**src/rtl/div_ctrl_pkg.sv**
```systemverilog
// Shared definitions for the divider-sharing controller: state encoding,
// default operand width and the quotient returned for a zero divisor.
package div_ctrl_pkg;

    localparam int WIDTH_DEF = 16;

    localparam logic [1:0] ST_IDLE  = 2'd0;
    localparam logic [1:0] ST_ISSUE = 2'd1;
    localparam logic [1:0] ST_WAIT  = 2'd2;
    localparam logic [1:0] ST_RESP  = 2'd3;

    typedef enum logic [1:0] {
        S_IDLE  = ST_IDLE,
        S_ISSUE = ST_ISSUE,
        S_WAIT  = ST_WAIT,
        S_RESP  = ST_RESP
    } state_e;

    localparam logic [WIDTH_DEF-1:0] DIV_ZERO_Q = '1;

endpackage

```
**src/rtl/div_rr_pick.sv**
```systemverilog
// Combinational round-robin picker: the first valid requester after last_i,
// searching upward with wrap-around. Usable in front of any shared core.
module div_rr_pick #(
    parameter int N = 4
) (
    input  logic [N-1:0]         valid_i,
    input  logic [$clog2(N)-1:0] last_i,
    output logic [N-1:0]         gnt_o,
    output logic [$clog2(N)-1:0] idx_o,
    output logic                 any_o
);

    localparam int IDXW = $clog2(N);

    always_comb begin
        logic [IDXW-1:0] cand;
        gnt_o = '0;
        idx_o = '0;
        any_o = 1'b0;
        cand  = '0;
        // Offsets 1..N visit every requester once, ending on last_i itself.
        for (int i = 1; i <= N; i++) begin
            cand = IDXW'((int'(last_i) + i) % N);
            if (!any_o && valid_i[cand]) begin
                any_o       = 1'b1;
                idx_o       = cand;
                gnt_o[cand] = 1'b1;
            end
        end
    end

endmodule

```
**src/rtl/div_share_arbiter.sv**
```systemverilog
// Shares one sequential divider core between NUM_REQ requesters, one operation
// at a time; a zero divisor is answered locally without starting the core.
module div_share_arbiter
    import div_ctrl_pkg::*;
#(
    parameter int WIDTH   = WIDTH_DEF,
    parameter int NUM_REQ = 4
) (
    input  logic                       clk,
    input  logic                       rst,
    input  logic [NUM_REQ-1:0]         req_valid,
    output logic [NUM_REQ-1:0]         req_ready,
    input  logic [NUM_REQ*WIDTH-1:0]   req_dividend,
    input  logic [NUM_REQ*WIDTH-1:0]   req_divisor,
    output logic [NUM_REQ-1:0]         rsp_valid,
    input  logic [NUM_REQ-1:0]         rsp_ready,
    output logic [WIDTH-1:0]           rsp_quotient,
    output logic [WIDTH-1:0]           rsp_remainder,
    output logic                       rsp_div_zero,
    output logic                       div_start,
    output logic [WIDTH-1:0]           div_dividend,
    output logic [WIDTH-1:0]           div_divisor,
    input  logic                       div_done,
    input  logic [WIDTH-1:0]           div_quotient,
    input  logic [WIDTH-1:0]           div_remainder,
    output logic                       busy,
    output logic [$clog2(NUM_REQ)-1:0] grant_id,
    output logic [1:0]                 dbg_state
);

    localparam int IDW = $clog2(NUM_REQ);
    localparam logic [NUM_REQ-1:0] ONE = {{(NUM_REQ-1){1'b0}}, 1'b1};

    // Handshakes: a transfer happens on a rising edge where valid and ready
    // are both high; valid may not depend on ready, and once raised must be
    // held with stable data until the transfer.

    state_e               state_q;
    logic [IDW-1:0]       last_grant_q;
    logic [IDW-1:0]       grant_q;
    logic [WIDTH-1:0]     dvd_q;
    logic [WIDTH-1:0]     dvs_q;
    logic [WIDTH-1:0]     quo_q;
    logic [WIDTH-1:0]     rem_q;
    logic                 dz_q;
    logic                 start_q;
    logic [NUM_REQ-1:0]   rsp_valid_q;

    logic [NUM_REQ-1:0]   pick_gnt;
    logic [IDW-1:0]       pick_idx;
    logic                 pick_any;
    logic [WIDTH-1:0]     sel_dvd;
    logic [WIDTH-1:0]     sel_dvs;

    div_rr_pick #(.N(NUM_REQ)) u_pick (
        .valid_i (req_valid),
        .last_i  (last_grant_q),
        .gnt_o   (pick_gnt),
        .idx_o   (pick_idx),
        .any_o   (pick_any)
    );

    always_comb begin
        sel_dvd = '0;
        sel_dvs = '0;
        for (int i = 0; i < NUM_REQ; i++) begin
            if (pick_idx == IDW'(i)) begin
                sel_dvd = req_dividend[i*WIDTH +: WIDTH];
                sel_dvs = req_divisor[i*WIDTH +: WIDTH];
            end
        end
    end

    // Ready is gated by rst so nothing appears accepted while reset is held.
    assign req_ready = (rst && state_q == S_IDLE) ? pick_gnt : '0;

    always_ff @(posedge clk or negedge rst) begin
        if (!rst) begin
            state_q      <= S_IDLE;
            last_grant_q <= IDW'(NUM_REQ - 1);
            grant_q      <= '0;
            dvd_q        <= '0;
            dvs_q        <= '0;
            quo_q        <= '0;
            rem_q        <= '0;
            dz_q         <= 1'b0;
            start_q      <= 1'b0;
            rsp_valid_q  <= '0;
        end else begin
            case (state_q)
                S_IDLE: begin
                    if (pick_any) begin
                        grant_q <= pick_idx;
                        dvd_q   <= sel_dvd;
                        dvs_q   <= sel_dvs;
                        if (sel_dvs == '0) begin
                            quo_q       <= '1;
                            rem_q       <= sel_dvd;
                            dz_q        <= 1'b1;
                            rsp_valid_q <= pick_gnt;
                            state_q     <= S_RESP;
                        end else begin
                            start_q <= 1'b1;
                            state_q <= S_ISSUE;
                        end
                    end
                end
                S_ISSUE: begin
                    start_q <= 1'b0;
                    state_q <= S_WAIT;
                end
                S_WAIT: begin
                    if (div_done) begin
                        quo_q       <= div_quotient;
                        rem_q       <= div_remainder;
                        dz_q        <= 1'b0;
                        rsp_valid_q <= ONE << grant_q;
                        state_q     <= S_RESP;
                    end
                end
                S_RESP: begin
                    if (rsp_ready[grant_q]) begin
                        last_grant_q <= grant_q;
                        rsp_valid_q  <= '0;
                        state_q      <= S_IDLE;
                    end
                end
                default: state_q <= S_IDLE;
            endcase
        end
    end

    assign rsp_valid     = rsp_valid_q;
    assign rsp_quotient  = quo_q;
    assign rsp_remainder = rem_q;
    assign rsp_div_zero  = dz_q;
    assign div_start     = start_q;
    assign div_dividend  = dvd_q;
    assign div_divisor   = dvs_q;
    assign busy          = (state_q != S_IDLE);
    assign grant_id      = grant_q;
    assign dbg_state     = state_q;

endmodule

```
**config.mk**
```make
export PLATFORM = sky130hd
export DESIGN_NAME = div_share_arbiter
export DESIGN_NICKNAME = d
export VERILOG_FILES = /design/src/rtl/div_ctrl_pkg.sv /design/src/rtl/div_rr_pick.sv /design/src/rtl/div_share_arbiter.sv
export SDC_FILE = /design/constraint.sdc
export NUM_CORES = 1
export LEC_CHECK = 0
export BUFFER_PORTS_ARGS = -buffer_cell sky130_fd_sc_hd__buf_2
export CAP_MARGIN = 0
export CORE_ASPECT_RATIO = 0.8
export CORE_MARGIN = 2
export CORE_UTILIZATION = 26
export DETAILED_ROUTE_END_ITERATION = 7
export HOLD_SLACK_MARGIN = 0.02
export SLEW_MARGIN = 40
export SYNTH_ARGS = -nofsm -noshare
export SYNTH_HDL_FRONTEND = slang
export SYNTH_SLANG_ARGS = --single-unit
```
**constraint.sdc**
```tcl
create_clock -name clk -period 6.1 [get_ports clk]
set_input_delay 0.305 -clock clk [delete_from_list [all_inputs] [get_ports clk]]
set_output_delay 0.305 -clock clk [all_outputs]
set_load 0.02 [all_outputs]
```
### After elaboration in Yosys (flattened, before gate mapping)

Cells that the tools add are included.

* $add $sub $neg: 4
* $lt $le $gt $ge: 9
* equal/unequal tests: 11
* shift-type cells: 1
* mux-type cells: 64
* bitwise gates (word level): 3
* reductions and logical operators: 24

Operators by type and width (number)
* 16-bit 2-to-1 mux: 14
* 16-bit case mux with 2 select lines: 2
* 4-bit 2-to-1 mux: 9
* 1-bit 2-to-1 mux: 18
* 16-bit zero test: 1
* 2-bit 2-to-1 mux: 8
* 2-bit by 3-bit less-than comparator with 1-bit output (second input constant): 5
* 4-bit bitwise OR: 3
* 4-bit case mux with 3 select lines: 1
* 1-bit binary-select mux with 2-bit select: 5
* 1-bit demux with 2-bit select: 4
* 2-bit equality test (second input constant): 4
* 2-bit by 1-bit greater-or-equal comparator with 1-bit output (second input constant): 4
* 1-bit logical AND: 8
* 2-bit != test (second input constant): 4
* 2-bit case mux with 4 select lines: 1
* 3-bit AND reduction: 2
* 2-bit nonzero test: 3
* 5-bit AND reduction: 1
* 2-bit by 1-bit adder with 2-bit output (second input constant): 2
* 2-bit adder (second input constant): 2
* 2-bit by 1-bit equality test with 1-bit output (second input constant): 2
* 2-bit zero test: 2
* 1-bit case mux with 2 select lines: 2
* 6 further kinds: 9

* register bits: 76
* input port bits: 171
* output and inout bits: 79
* logic and storage cells: 126

### Longest topological paths before layout

Gate-level depths: netlist of run 1.

* word-level depth: 22
* gate-level depth with buffers: 18
* mapped depth without buffers: 11

### By module

Synthesis of run 1 repeated with hierarchy kept, for this count alone.

* cells, all modules: 380
* area total of the unflattened synthesis: 4692.0 um^2

Modules (own cells, without submodules)
* div_share_arbiter: times used 1, cells an instance 312, area each 4166.5 um^2, sequential area each 1904.3 um^2
* div_rr_pick: times used 1, cells an instance 68, area each 525.5 um^2, sequential area each 0.0 um^2

### Worst setup path before layout of run 1

OpenSTA, ideal clock, no wires.

* path type: flip-flop to flip-flop
* start point: register last_grant_q[0]
* end point: register rsp_valid_q[0] (netlist: rsp_valid[0])
* library setup time: 0.128 ns
* data arrival time: 4.297 ns
* data required time: 5.972 ns
* path slack: 1.675 ns
* cell stages (with the launch flop): 17
* buffers on the path: 5
* cell sequence: dfstp_2 buf_2 inv_1 clkbuf_1 ha_1 clkbuf_1 mux4_2 nor2b_1 buf_2 nor2_1 mux2_2 a221o_1 a2111oi_2 nand4_1 buf_4 a21oi_4 mux2_1

* cells in the longest elaborated chain, start to end: 21
* elaborated cells on any way between the ends: 68

RTL lines
* start: declaration: RTL line div_share_arbiter.sv:39 `logic [IDW-1:0] last_grant_q;`
* start signal: assignment: RTL line div_share_arbiter.sv:80 `last_grant_q <= IDW'(NUM_REQ - 1);`
* start signal: assignment: RTL line div_share_arbiter.sv:123 `last_grant_q <= grant_q;`
* 2-bit by 1-bit adder with 2-bit output: RTL line div_rr_pick.sv:23 `cand = IDXW'((int'(last_i) + i) % N);`
* 1-bit binary-select mux with 2-bit select: RTL line div_rr_pick.sv:24 `if (!any_o && valid_i[cand]) begin`
* 1-bit 2-to-1 mux (implied by the code): RTL line div_rr_pick.sv:24
* 1-bit 2-to-1 mux: RTL line div_rr_pick.sv:24
* 1-bit zero test: RTL line div_rr_pick.sv:24
* 1-bit logical AND: RTL line div_rr_pick.sv:24
* 1-bit 2-to-1 mux: RTL line div_rr_pick.sv:24
* 1-bit zero test: RTL line div_rr_pick.sv:24
* [2 not listed]
* 1-bit zero test: RTL line div_rr_pick.sv:24
* 1-bit logical AND: RTL line div_rr_pick.sv:24
* 2-bit 2-to-1 mux: RTL line div_rr_pick.sv:24
* 2-bit zero test: RTL line div_share_arbiter.sv:67 `if (pick_idx == IDW'(i)) begin`
* 16-bit 2-to-1 mux (4 in a row): RTL line div_share_arbiter.sv:67
* 16-bit zero test: RTL line div_share_arbiter.sv:96 `if (sel_dvs == '0) begin`
* 2-bit by 1-bit != test with 1-bit output (no line)
* 5-bit AND reduction (no line)
* end signal: assignment: RTL line div_share_arbiter.sv:100 `rsp_valid_q <= pick_gnt;`
* end signal: assignment: RTL line div_share_arbiter.sv:117 `rsp_valid_q <= ONE << grant_q;`
* end: declaration: RTL line div_share_arbiter.sv:47 `logic [NUM_REQ-1:0] rsp_valid_q;`

Parallel ways exist; a longest one is shown, timed or not. The select of a mux whose other input is x is not followed.
A chain may end at the register's enable or synchronous reset.

### Worst setup path in the final report of run 1

* start point: register last_grant_q[0]
* end point: register rsp_valid_q[3] (netlist: rsp_valid[3])

The elaborated chain is that of the path after synthesis.

==> results_dict.tcl, run 1 <==
set metrics [dict create \
    timing.final.ws_setup_ps 1257 \
    final.period_utilization_pct 79.40 \
    avgViaCountPerCell 5.514 \
    critPathMaxStageDelay_ps 710 \
    total_leakage_power_nw 4.037 \
    synth.ff_latch_count 76 \
    final_net_count 1223 \
    initial_utilization_pct 26.67 \
    grt_overflow_total 0 \
    grt_use_total_pct 19.34 \
    ys_seq_area_share_pct 29.06 \
    final-max-slew-violation-count 0 \
    drive_above_1_share_pct 34.00 \
    postSynthAreaPerCell_um2 7.838 \
    ctsRootBufferMaster "clkbuf_16" \
    synth_fp_nets 1020 \
    dr.first_iter.drc_count 568 \
    yosys-top-cells-area "dfrtp_1 (28%), nand2_1 (11%), nand3_1 (4.4%), mux2_2 (3.6%), o21ai_0 (3.6%)" \
    setup_viol 0 \
    critical-path-top-cell-by-count "buf_4" \
    clock-skew-final_ps 7.837 \
    synth_edf_count 0 \
    cp-start-kind "flip-flop" \
    cts_max_path_buffers 2 \
    dp_worst_setup_slack_ps 1289 \
    clkLatencyLatePin_ps 340 \
    power_density_nw_per_um2 640.1 \
    min-delay-path-class "primary input to flip-flop" \
    ys_types 60 \
    totalWireLength_mm 26.50 \
    worst_setup_path_end_kind "flip-flop" \
    rsz0062_at_grt "false" \
    synth_cells 836 \
    first_global_vias 6979 \
    worst_rel_slew_slack_pct 44.29 \
    timing.critical_path.fanout_max 41 \
    synth_top_area_cell "dfrtp_1" \
    post_drt_wl_per_cell_um 19.45 \
    netlist.area_leader.share_pct 28.26 \
    critical_path_arrival_ps 5060 \
    timing_worst_setup_path_type "flip-flop to flip-flop" \
    slew_at_the_pin_closest_to_its_max_slew_limit_ps 835.6 \
    result_of_the_run "completed" \
    detailedRoute.firstPassIterationCount 5 \
    timing.final.hold_violations 0 \
    die_height_um 146.0 \
    cts_inserted_buffers 9 \
    die_width_um 181.5 \
    crit_chain "buf_4 -> mux4_2 -> nand2b_1 -> a21oi_2 -> buf_4 -> nand3_1 -> a32oi_1 -> nor4_1 -> nand4_1 -> buf_4 -> a21oi_4 -> mux2_1" \
    post_detailed_placement_half_perimeter_wirelength_mm 19.51 \
    cts-htree-levels 3 \
    synth.cell_area_um2 6553 \
    cts.reportedPaths.clkPinSlew_ps 60 \
    max_vdd_drop_v 0.0002154 \
    flow.area_growth_from_synthesis_pct 27.36 \
    layout_cells_excl_fill 1363 \
    fp.dieArea_um2 26500 \
    cts_repair_resize_count 0 \
    fmaxAchievable_mhz 206.5 \
    grt_first_pass_wirelength_mm 40.44 \
    top_level_ports 250 \
    antenna_violations_before_repair 3 \
    asyncSetResetFlopFracSynth_pct 100.0 \
    synth_top_cells_by_count "nand2_1 (190), dfrtp_1 (74), clkbuf_1 (59), nand3_1 (57), o21ai_0 (47)" \
    count_of_buffers_inserted_at_the_top_level_ports 249 \
    floorplan.core_area_um2 24570 \
    totalNegativeSetupSlack_ps 0 \
    route.vias.total 7516 \
    drc 0 \
    grt_max_degree 56 \
    cts.sinks 76 \
    fp-row-count 51 \
    maxCapViolCount 0 \
    slowest_library_cell_on_the_worst_path "mux4_2" \
    tritoncts "built" \
    drt.antenna.violating_nets 0 \
    min_period_ps 4843 \
    routabilityCongestion 0.8864 \
    total_power_mw 5.342 \
    synthMostInstantiatedCell "nand2_1" \
    synth_flop_cell "dfrtp_1" \
    numPlacedInstances 1345 \
    timing.critical_path.required_ps 6320 \
    yosysWarnings 0 \
]
==> area by class of cell <==
type,count,area [um^2]
fill,2623,16220
multi-input combinational,675,4347
sequential,76,1904
timing repair buffer,269,1409
tap,318,397.9
clock buffer,13,240.2
inverter,8,30.03
clock inverter,3,15.01
antenna,1,2.502
==> metal layers <==
layer / vias to the layer above / global-route usage, % / routed length, um / share of wire (%)
li1: 3510 / - / - / -
met1: 3642 / 26.80 / 12030 / 45
met2: 334 / 29.79 / 11860 / 45
met3: 26 / 5.531 / 2250 / 8.5
met4: 4 / 4.268 / 337 / 1.3
met5: - / 0 / 24 / 0.091
==> worst paths after layout <==
kind | start | end | slack (ps) | cells after the start
min in group asynchronous | rst | rsp_remainder[8]$_DFFE_PN0P_ | 460 | 2
max | last_grant_q[0]$_DFFE_PN1P_ | rsp_valid[3]$_DFFE_PN0P_ | 1260 | 12
max reg2reg | last_grant_q[0]$_DFFE_PN1P_ | rsp_valid[3]$_DFFE_PN0P_ | 1260 | 12
max in group asynchronous | rst | div_divisor[3]$_DFFE_PN0P_ | 4630 | 3
min | div_remainder[0] | rsp_remainder[0]$_DFFE_PN0P_ | 240 | 3
min reg2reg | div_divisor[0]$_DFFE_PN0P_ | div_divisor[0]$_DFFE_PN0P_ | 480 | 2
==> flip-flops by register name, summed over array words and instances, names as in the netlist <==
name / count
div_dividend: 16
div_divisor: 16
rsp_quotient: 16
rsp_remainder: 16
rsp_valid: 4
dbg_state: 2
grant_id: 2
last_grant_q: 2
div_start: 1
rsp_div_zero: 1
==> placed cells by master, fill, tap and decap left out, types with 5 or more instances in the layout <==
master,count
mux4_2,5
a22oi_1,25
mux2_2,21
a21o_1,9
a21boi_0,6
nand4_1,19
and2_1,19
buf_2,248
and3_1,31
mux2i_1,17
buf_4,18
inv_1,8
nor2_1,20
a32oi_1,11
clkbuf_16,9
nand3b_1,5
a21oi_1,26
nand2b_1,19
ha_1,12
a311o_1,16
nand2_1,189
a221oi_1,6
a31o_2,17
dfrtp_1,74
a2111oi_0,11
a211oi_1,18
o21ai_0,47
nand3_1,57
o221a_2,16
==> per-stage QoR <==
step	cell area, um^2	hold slack, ps	utilization [%]
after floorplan	6553	9.409	-
after global placement	8046	305.2	32.75
after detailed placement	8078	298.7	32.88
after CTS	8343	228.8	33.96
after global routing	8343	253.7	33.96
final	8346	242.8	33.97
==> timing repair <==
item	4_1_cts	5_1_grt
endpoints found under the hold margin	32	0
setup buffers	0	0
hold buffers	1	0
==> cell families (layout without fill, tap and decap cells) <==
logic type	count (synthesis)	after routing	synth area share, %
other cells	0	1	0
flops	76	76	29.06
mux	48	48	8.765
compound gates	231	231	26.35
buf+inv	85	293	5.385
simple gates	383	383	27.96
fa+ha+maj	13	13	2.482
==> worst max-delay path: cells and delay by family, from the launching register on <==
kind,cells,cell delay (ps)
AND/OR/NAND/NOR,4,850
buffers and inverters,3,1220
flip-flops,1,530
multiplexers,2,1050
AO/OA/AOI/OAI,3,1050
==> power by group <==
group | internal [mW] | switching [mW] | leakage [nW]
sequential | 0.767 | 0.192 | 0.916
clock | 0.274 | 0.216 | 0.127
combinational | 1.41 | 2.48 | 2.99
total | 2.45 | 2.89 | 4.04
(Power assumes the default switching activity.)
==> run 2, diff against run 1 <==
- ABC_AREA: not set -> 1
- clock period: 6.1 -> 4.7 ns (I/O delays scaled with it)
==> run 2 against run 1 <==
Compared with the run above:
- flip-flop and latch count did not move
- die area fell by 25%
- clock power rose by 56%
- setup slack got worse by 580 ps
- via count fell by 28%
- area after synthesis fell by 26%
- global-route usage fell by 1.6 points
==> results_dict.tcl, run 2 <==
set metrics [dict create \
    result_of_the_run "completed" \
    synth.area.mux_share_pct 3.284 \
    die_width_um 157.1 \
    tritoncts "built" \
    synth.cell_area_um2 4877 \
    crit_chain "inv_1 -> ha_1 -> inv_1 -> nand3_2 -> nand2_4 -> nand2_1 -> inv_2 -> a21oi_4 -> nand3_4 -> nor2_4 -> nand2_1 -> nand3_1 -> nand2_1 -> nor2_1 -> nand2_1 -> nor2_1 -> nand2_1 -> nand2_2 -> nand2_2 -> buf_12 -> nand2_1 -> o21ai_2" \
    cts.sinks 76 \
    worst-r2r-setup-slack_ps 680 \
    critical_path_arrival_ps 4240 \
    num-fill-cells 2019 \
    synth_xor_xnor_area_share_pct 0 \
    maxCapViolCount 0 \
    synth_edf_count 0 \
    ys_seq_area_share_pct 39.05 \
    detailedRoute.firstPassIterationCount 5 \
    synth_fp_nets 861 \
    grt_max_degree 67 \
    layout.cells.most_common "nand2_1" \
    cts_max_path_buffers 2 \
    hold_sp "div_quotient[14]" \
    timing.critical_path.required_ps 4920 \
    timing.critical_path.fanout_max 66 \
    grt_overflow_total 0 \
    routabilityCongestion 0.8958 \
    avgViaCountPerCell 4.593 \
    cts.reportedPaths.clkPinSlew_ps 60 \
    slowest_library_cell_on_the_worst_path "dfstp_2" \
    first_global_vias 5183 \
    hold_path_depth 3 \
    slew_at_the_pin_closest_to_its_max_slew_limit_ps 568.1 \
    clkLatencyLatePin_ps 340 \
    r2r_end "rsp_remainder[6]$_DFFE_PN0P_" \
    setup_viol 0 \
    synthMostInstantiatedCell "nand2_1" \
    count_of_buffers_inserted_at_the_top_level_ports 249 \
    grt_use_total_pct 17.72 \
    post_drt_wl_per_cell_um 14.98 \
    worst_r2r_src "last_grant_q[1]$_DFFE_PN1P_" \
    postCtsSetupRepairBufs 0 \
    synth_compound_gate_area_share_pct 9.030 \
    ctsRootBufferMaster "clkbuf_16" \
    synth.ff_latch_count 76 \
    synth_top_family_by_area "simple AND/OR/NAND/NOR gates" \
    max_vdd_drop_v 0.0003964 \
    antenna_violations_before_repair 0 \
    rr_worst_depth 22 \
    synth_top_area_cell "dfrtp_1" \
    route.vias.total 5383 \
    post_detailed_placement_half_perimeter_wirelength_mm 13.42 \
    fp-row-count 44 \
    dr.first_iter.drc_count 325 \
    worst_rel_slew_slack_pct 61.99 \
    min-delay-path-class "primary input to flip-flop" \
    worstHoldEndpoint "rsp_quotient[14]$_DFFE_PN0P_" \
    worst_setup_path_startpoint "last_grant_q[1]$_DFFE_PN1P_" \
    most-common-layout-cells "nand2_1 (264), buf_2 (248), dfrtp_1 (74), nand3_1 (67), nor2_1 (46)" \
    die_height_um 126.5 \
    grt_first_pass_wirelength_mm 27.40 \
    min_period_ps 4025 \
    critical-path-top-cell-by-count "nand2_1" \
    yosys-top-cells-area "dfrtp_1 (38%), nand2_1 (20%), nand3_1 (6.9%), nand4_1 (4.2%), nor2_1 (3.6%)" \
    clock-skew-final_ps 11.16 \
    floorplan.core_area_um2 18280 \
    final-max-slew-violation-count 0 \
    drive_above_1_share_pct 33.84 \
    regArea_um2 1904 \
    met2_wirelength_mm 7.858 \
    fmaxAchievable_mhz 248.5 \
    synth_fa_ha_area_share_pct 3.335 \
    yosysWarnings 0 \
    detail_route.wirelength.met1_mm 8.176 \
    drt.antenna.violating_nets 0 \
    synth_cells 677 \
    initial_utilization_pct 26.68 \
    asyncSetResetFlopFracSynth_pct 100.0 \
    cts_inserted_buffers 9 \
    num_antenna_cells 0 \
    total_leakage_power_nw 3.633 \
    highest-signal-layer "met4" \
    multi_input_area_um2 2614 \
    final_net_count 1098 \
    synth_top_cells_by_count "nand2_1 (264), dfrtp_1 (74), nand3_1 (67), nor2_1 (47), inv_1 (41)" \
    worst_setup_path_end_kind "flip-flop" \
    cts-htree-levels 3 \
    totalNegativeSetupSlack_ps 0 \
    rsz0062_at_grt "false" \
    finished_core_util_pct 36.60 \
    final.period_utilization_pct 85.63 \
    fp.dieArea_um2 19880 \
    critPathMaxStageDelay_ps 600 \
    postSynthAreaPerCell_um2 7.204 \
    post_synth_and_or_nand_nor_area_fraction_pct 37.79 \
    flow.area_growth_from_synthesis_pct 37.15 \
    netlist.area_leader.share_pct 37.97 \
    synth_flop_cell "dfrtp_1" \
    drc 0 \
    power_density_nw_per_um2 930.6 \
    top_level_ports 250 \
    timing_worst_setup_path_type "flip-flop to flip-flop" \
    placed_area_um2 6350 \
    totalWireLength_mm 17.56 \
    cp-start-kind "flip-flop" \
    final_design_area_no_fill_um2 6689 \
    timing.final.hold_violations 0 \
    wl_met3_mm 1.344 \
    ys_types 34 \
]
[run 2: through the flow]
stage	hold slack [ps]	instances	power [mW]	setup slack (ps)
after CTS	144.9	1172	6.272	490.6
final	166.0	1172	6.225	675.3
after global routing	162.7	1172	6.857	214.9
after detailed placement	235.6	1155	5.478	507.5
after floorplan	-60.59	677	4.198	1552
after global placement	238.7	1155	5.447	599.7
[run 2: worst max path at each step]
stage,endpoint,slack (ps),depth (start not counted)
finish,rsp_remainder[6]$_DFFE_PN0P_,680,22
global route,rsp_quotient[5]$_DFFE_PN0P_,210,22
CTS,rsp_quotient[3]$_DFFE_PN0P_,490,22
detailed placement,rsp_quotient[5]$_DFFE_PN0P_,510,22
global placement,rsp_remainder[6]$_DFFE_PN0P_,600,22
floorplan,rsp_div_zero$_DFFE_PN0P_,1550,23
[run 2: layout make-up]
| type | instances | area share [%] |
|---|---|---|
| tap | 253 | 4.733 |
| clock inverter | 6 | 1.422 |
| timing repair buffer | 261 | 20.24 |
| inverter | 47 | 2.637 |
| sequential | 76 | 28.47 |
| clock buffer | 10 | 3.423 |
| multi-input combinational | 519 | 39.08 |
[run 2: timing repair]
item                       in CTS  in global routing
setup endpoints to repair       0                  8
hold endpoints to repair       32                  0
gates resized for setup         0                  1
hold buffers                    1                  0
[run 2: per-layer routing]
| layer | global-route usage (%) | vias to the layer above |
|---|---|---|
| li1 | - | 2698 |
| met1 | 24.47 | 2456 |
| met2 | 27.50 | 215 |
| met3 | 4.715 | 14 |
| met4 | 4.652 | 0 |
| met5 | 0 | - |
[run 2: power by group]
| group | internal (mW) | total (mW) | switching (mW) |
|---|---|---|---|
| Clock | 0.471 | 0.765 | 0.294 |
| Sequential | 1.00 | 1.20 | 0.194 |
| Combinational | 1.31 | 4.26 | 2.96 |
| Total | 2.78 | 6.22 | 3.44 |
[run 2: worst max-delay path: cells and delay by family (launching register included)]
family	cells	cell delay, ps
AO/OA/AOI/OAI	2	200
adder cells (fa/ha/maj)	1	390
buffers and inverters	4	520
flip-flops	1	600
AND/OR/NAND/NOR	15	2140
[run 2: cells by family (layout without fill, tap and decap cells)]
group / count (synthesis) / after routing
buf+inv: 82 / 324
compound gates: 66 / 66
mux: 16 / 16
fa+ha+maj: 13 / 13
flops: 76 / 76
simple gates: 424 / 424
==> run 3, diff against run 2 <==
--- a/config.mk
+++ b/config.mk
@@ -11,3 +11,3 @@
 export CORE_ASPECT_RATIO = 0.8
-export CORE_MARGIN = 2
+export CORE_MARGIN = 3
 export CORE_UTILIZATION = 26
--- a/constraint.sdc
+++ b/constraint.sdc
@@ -3,2 +3,2 @@
 set_output_delay 0.235 -clock clk [all_outputs]
-set_load 0.02 [all_outputs]
+set_load 0.1 [all_outputs]
==> run 3 against run 2 <==
Compared with the run above:
- core utilization rose by 0.14 points
- largest cell class unchanged
- fmax shrank 3.4%
- first-iteration DRC count increased by 32%
==> results_dict.tcl, run 3 (synthesized netlist as in run 2, its figures left out) <==
set metrics [dict create \
    result_of_the_run "completed" \
    ctsRootBufferMaster "clkbuf_16" \
    top_level_ports 250 \
    drive_above_1_share_pct 33.95 \
    layout.cells.most_common "nand2_1" \
    timing.critical_path.required_ps 4960 \
    drt.antenna.violating_nets 0 \
    grt_max_degree 67 \
    die_width_um 159.1 \
    post_detailed_placement_half_perimeter_wirelength_mm 13.74 \
    die_height_um 128.5 \
    rsz0062_at_grt "false" \
    min-delay-path-class "primary input to flip-flop" \
    worst_r2r_src "last_grant_q[1]$_DFFE_PN1P_" \
    rr_worst_depth 22 \
    avgViaCountPerCell 4.581 \
    slew_at_the_pin_closest_to_its_max_slew_limit_ps 748.6 \
    cts.reportedPaths.clkPinSlew_ps 70 \
    final.period_utilization_pct 88.64 \
    clkLatencyLatePin_ps 340 \
    cts-htree-levels 3 \
    routabilityCongestion 0.8593 \
    fmaxAchievable_mhz 240.0 \
    timing.critical_path.fanout_max 66 \
    grt_overflow_total 0 \
    maxCapViolCount 0 \
    cts_max_path_buffers 2 \
    final-max-slew-violation-count 0 \
    floorplan.core_area_um2 18280 \
    cp-start-kind "flip-flop" \
    critPathCapture "rsp_remainder[6]$_DFFE_PN0P_" \
    most-common-layout-cells "nand2_1 (264), buf_2 (248), dfrtp_1 (74), nand3_1 (67), nor2_1 (46)" \
    grt_first_pass_wirelength_mm 27.24 \
    setup_viol 0 \
    detailedRoute.firstPassIterationCount 5 \
    tritoncts "built" \
    worst_setup_path_startpoint "last_grant_q[1]$_DFFE_PN1P_" \
    count_of_buffers_inserted_at_the_top_level_ports 249 \
    initial_utilization_pct 26.68 \
    dr.first_iter.drc_count 430 \
    clock-skew-final_ps 8.474 \
    worst_rel_slew_slack_pct 50.04 \
    cts_inserted_buffers 9 \
    grt_use_total_pct 16.80 \
    antenna_violations_before_repair 0 \
    flow.area_growth_from_synthesis_pct 37.66 \
    totalWireLength_mm 17.83 \
    post_drt_wl_per_cell_um 15.21 \
    min_period_ps 4166 \
    critical_path_arrival_ps 4430 \
    first_global_vias 5086 \
    r2r_end "rsp_remainder[6]$_DFFE_PN0P_" \
    cts.sinks 76 \
    drc 0 \
    num_antenna_cells 0 \
    final_net_count 1098 \
    totalNegativeSetupSlack_ps 0 \
    timing.final.hold_violations 0 \
    route.vias.total 5369 \
    worst_setup_path_end_kind "flip-flop" \
    fp.dieArea_um2 20450 \
    postCtsSetupRepairBufs 0 \
    fp-row-count 44 \
    worst-r2r-setup-slack_ps 530 \
    timing_worst_setup_path_type "flip-flop to flip-flop" \
]
run 3: changes by cell type in the layout (fill, tap and decap cells not counted), sizes merged:
cell	change
bufinv	+1
clkinv	-1
run 3: what timing repair did:
action                                 4_1_cts  5_1_grt
gates resized for setup                      0        2
setup endpoints to repair                    0       33
hold buffers                                 1        0
endpoints found under the hold margin       20        0
run 3: worst max-delay path: stages (launching register included):
cell	delay, ps
dfstp_2	600
inv_1	180
ha_1	400
inv_1	110
nand3_2	110
nand2_4	100
nor2_4	160
nand3_1	160
nand3_4	270
buf_4	370
nand2_1	80
nand2_1	70
nand2_1	50
a21oi_1	190
nor2_1	70
nand2_1	60
nor2_1	60
nand2_1	150
nand2_2	130
nand2_2	90
buf_6	390
nand2_1	140
o21ai_2	80
run 3: worst min path at each step:
stage,startpoint,end,cells past startpoint
3_5_place_dp,rst,rsp_quotient[11]$_DFFE_PN0P_,1
3_3_place_gp,rst,rsp_quotient[11]$_DFFE_PN0P_,1
6_report,div_quotient[7],rsp_quotient[7]$_DFFE_PN0P_,3
5_1_grt,div_quotient[8],rsp_quotient[8]$_DFFE_PN0P_,3
2_1_floorplan,rst,dbg_state[0]$_DFFE_PN0P_,0
4_1_cts,div_quotient[12],rsp_quotient[12]$_DFFE_PN0P_,3
run 3: metrics by stage:
stage	setup slack, ps	utilization [%]	std cells	hold WS, ps	instance area, um^2
after floorplan	1533	-	677	-60.59	4877
after global placement	527.8	34.67	1155	157.2	6337
after detailed placement	359.4	34.67	1155	154.0	6337
after CTS	342.3	36.69	1172	133.9	6705
after global routing	149.3	36.73	1172	153.2	6714
final	533.7	36.73	1172	155.6	6714
run 3: layout make-up:
class / count / area [um^2]
fill: 2017 / 11560
multi-input combinational: 519 / 2614
sequential: 76 / 1904
timing repair buffer: 261 / 1345
tap: 253 / 316.6
clock buffer: 10 / 239.0
inverter: 47 / 176.4
clock inverter: 6 / 118.9
run 3: routing by layer:
| layer | share of wire (%) | up-vias | GRT usage (%) |
|---|---|---|---|
| met1 | 47 | 2450 | 23.80 |
| met5 | 0 | - | 0 |
| met2 | 45 | 212 | 26.03 |
| met3 | 6.5 | 11 | 4.184 |
| met4 | 0.96 | 0 | 3.757 |
| li1 | - | 2696 | - |
Power of run 3 is left out: the tool's default activity adds up to more than one toggle a clock period on the data nets, which glitch-free logic cannot reach.
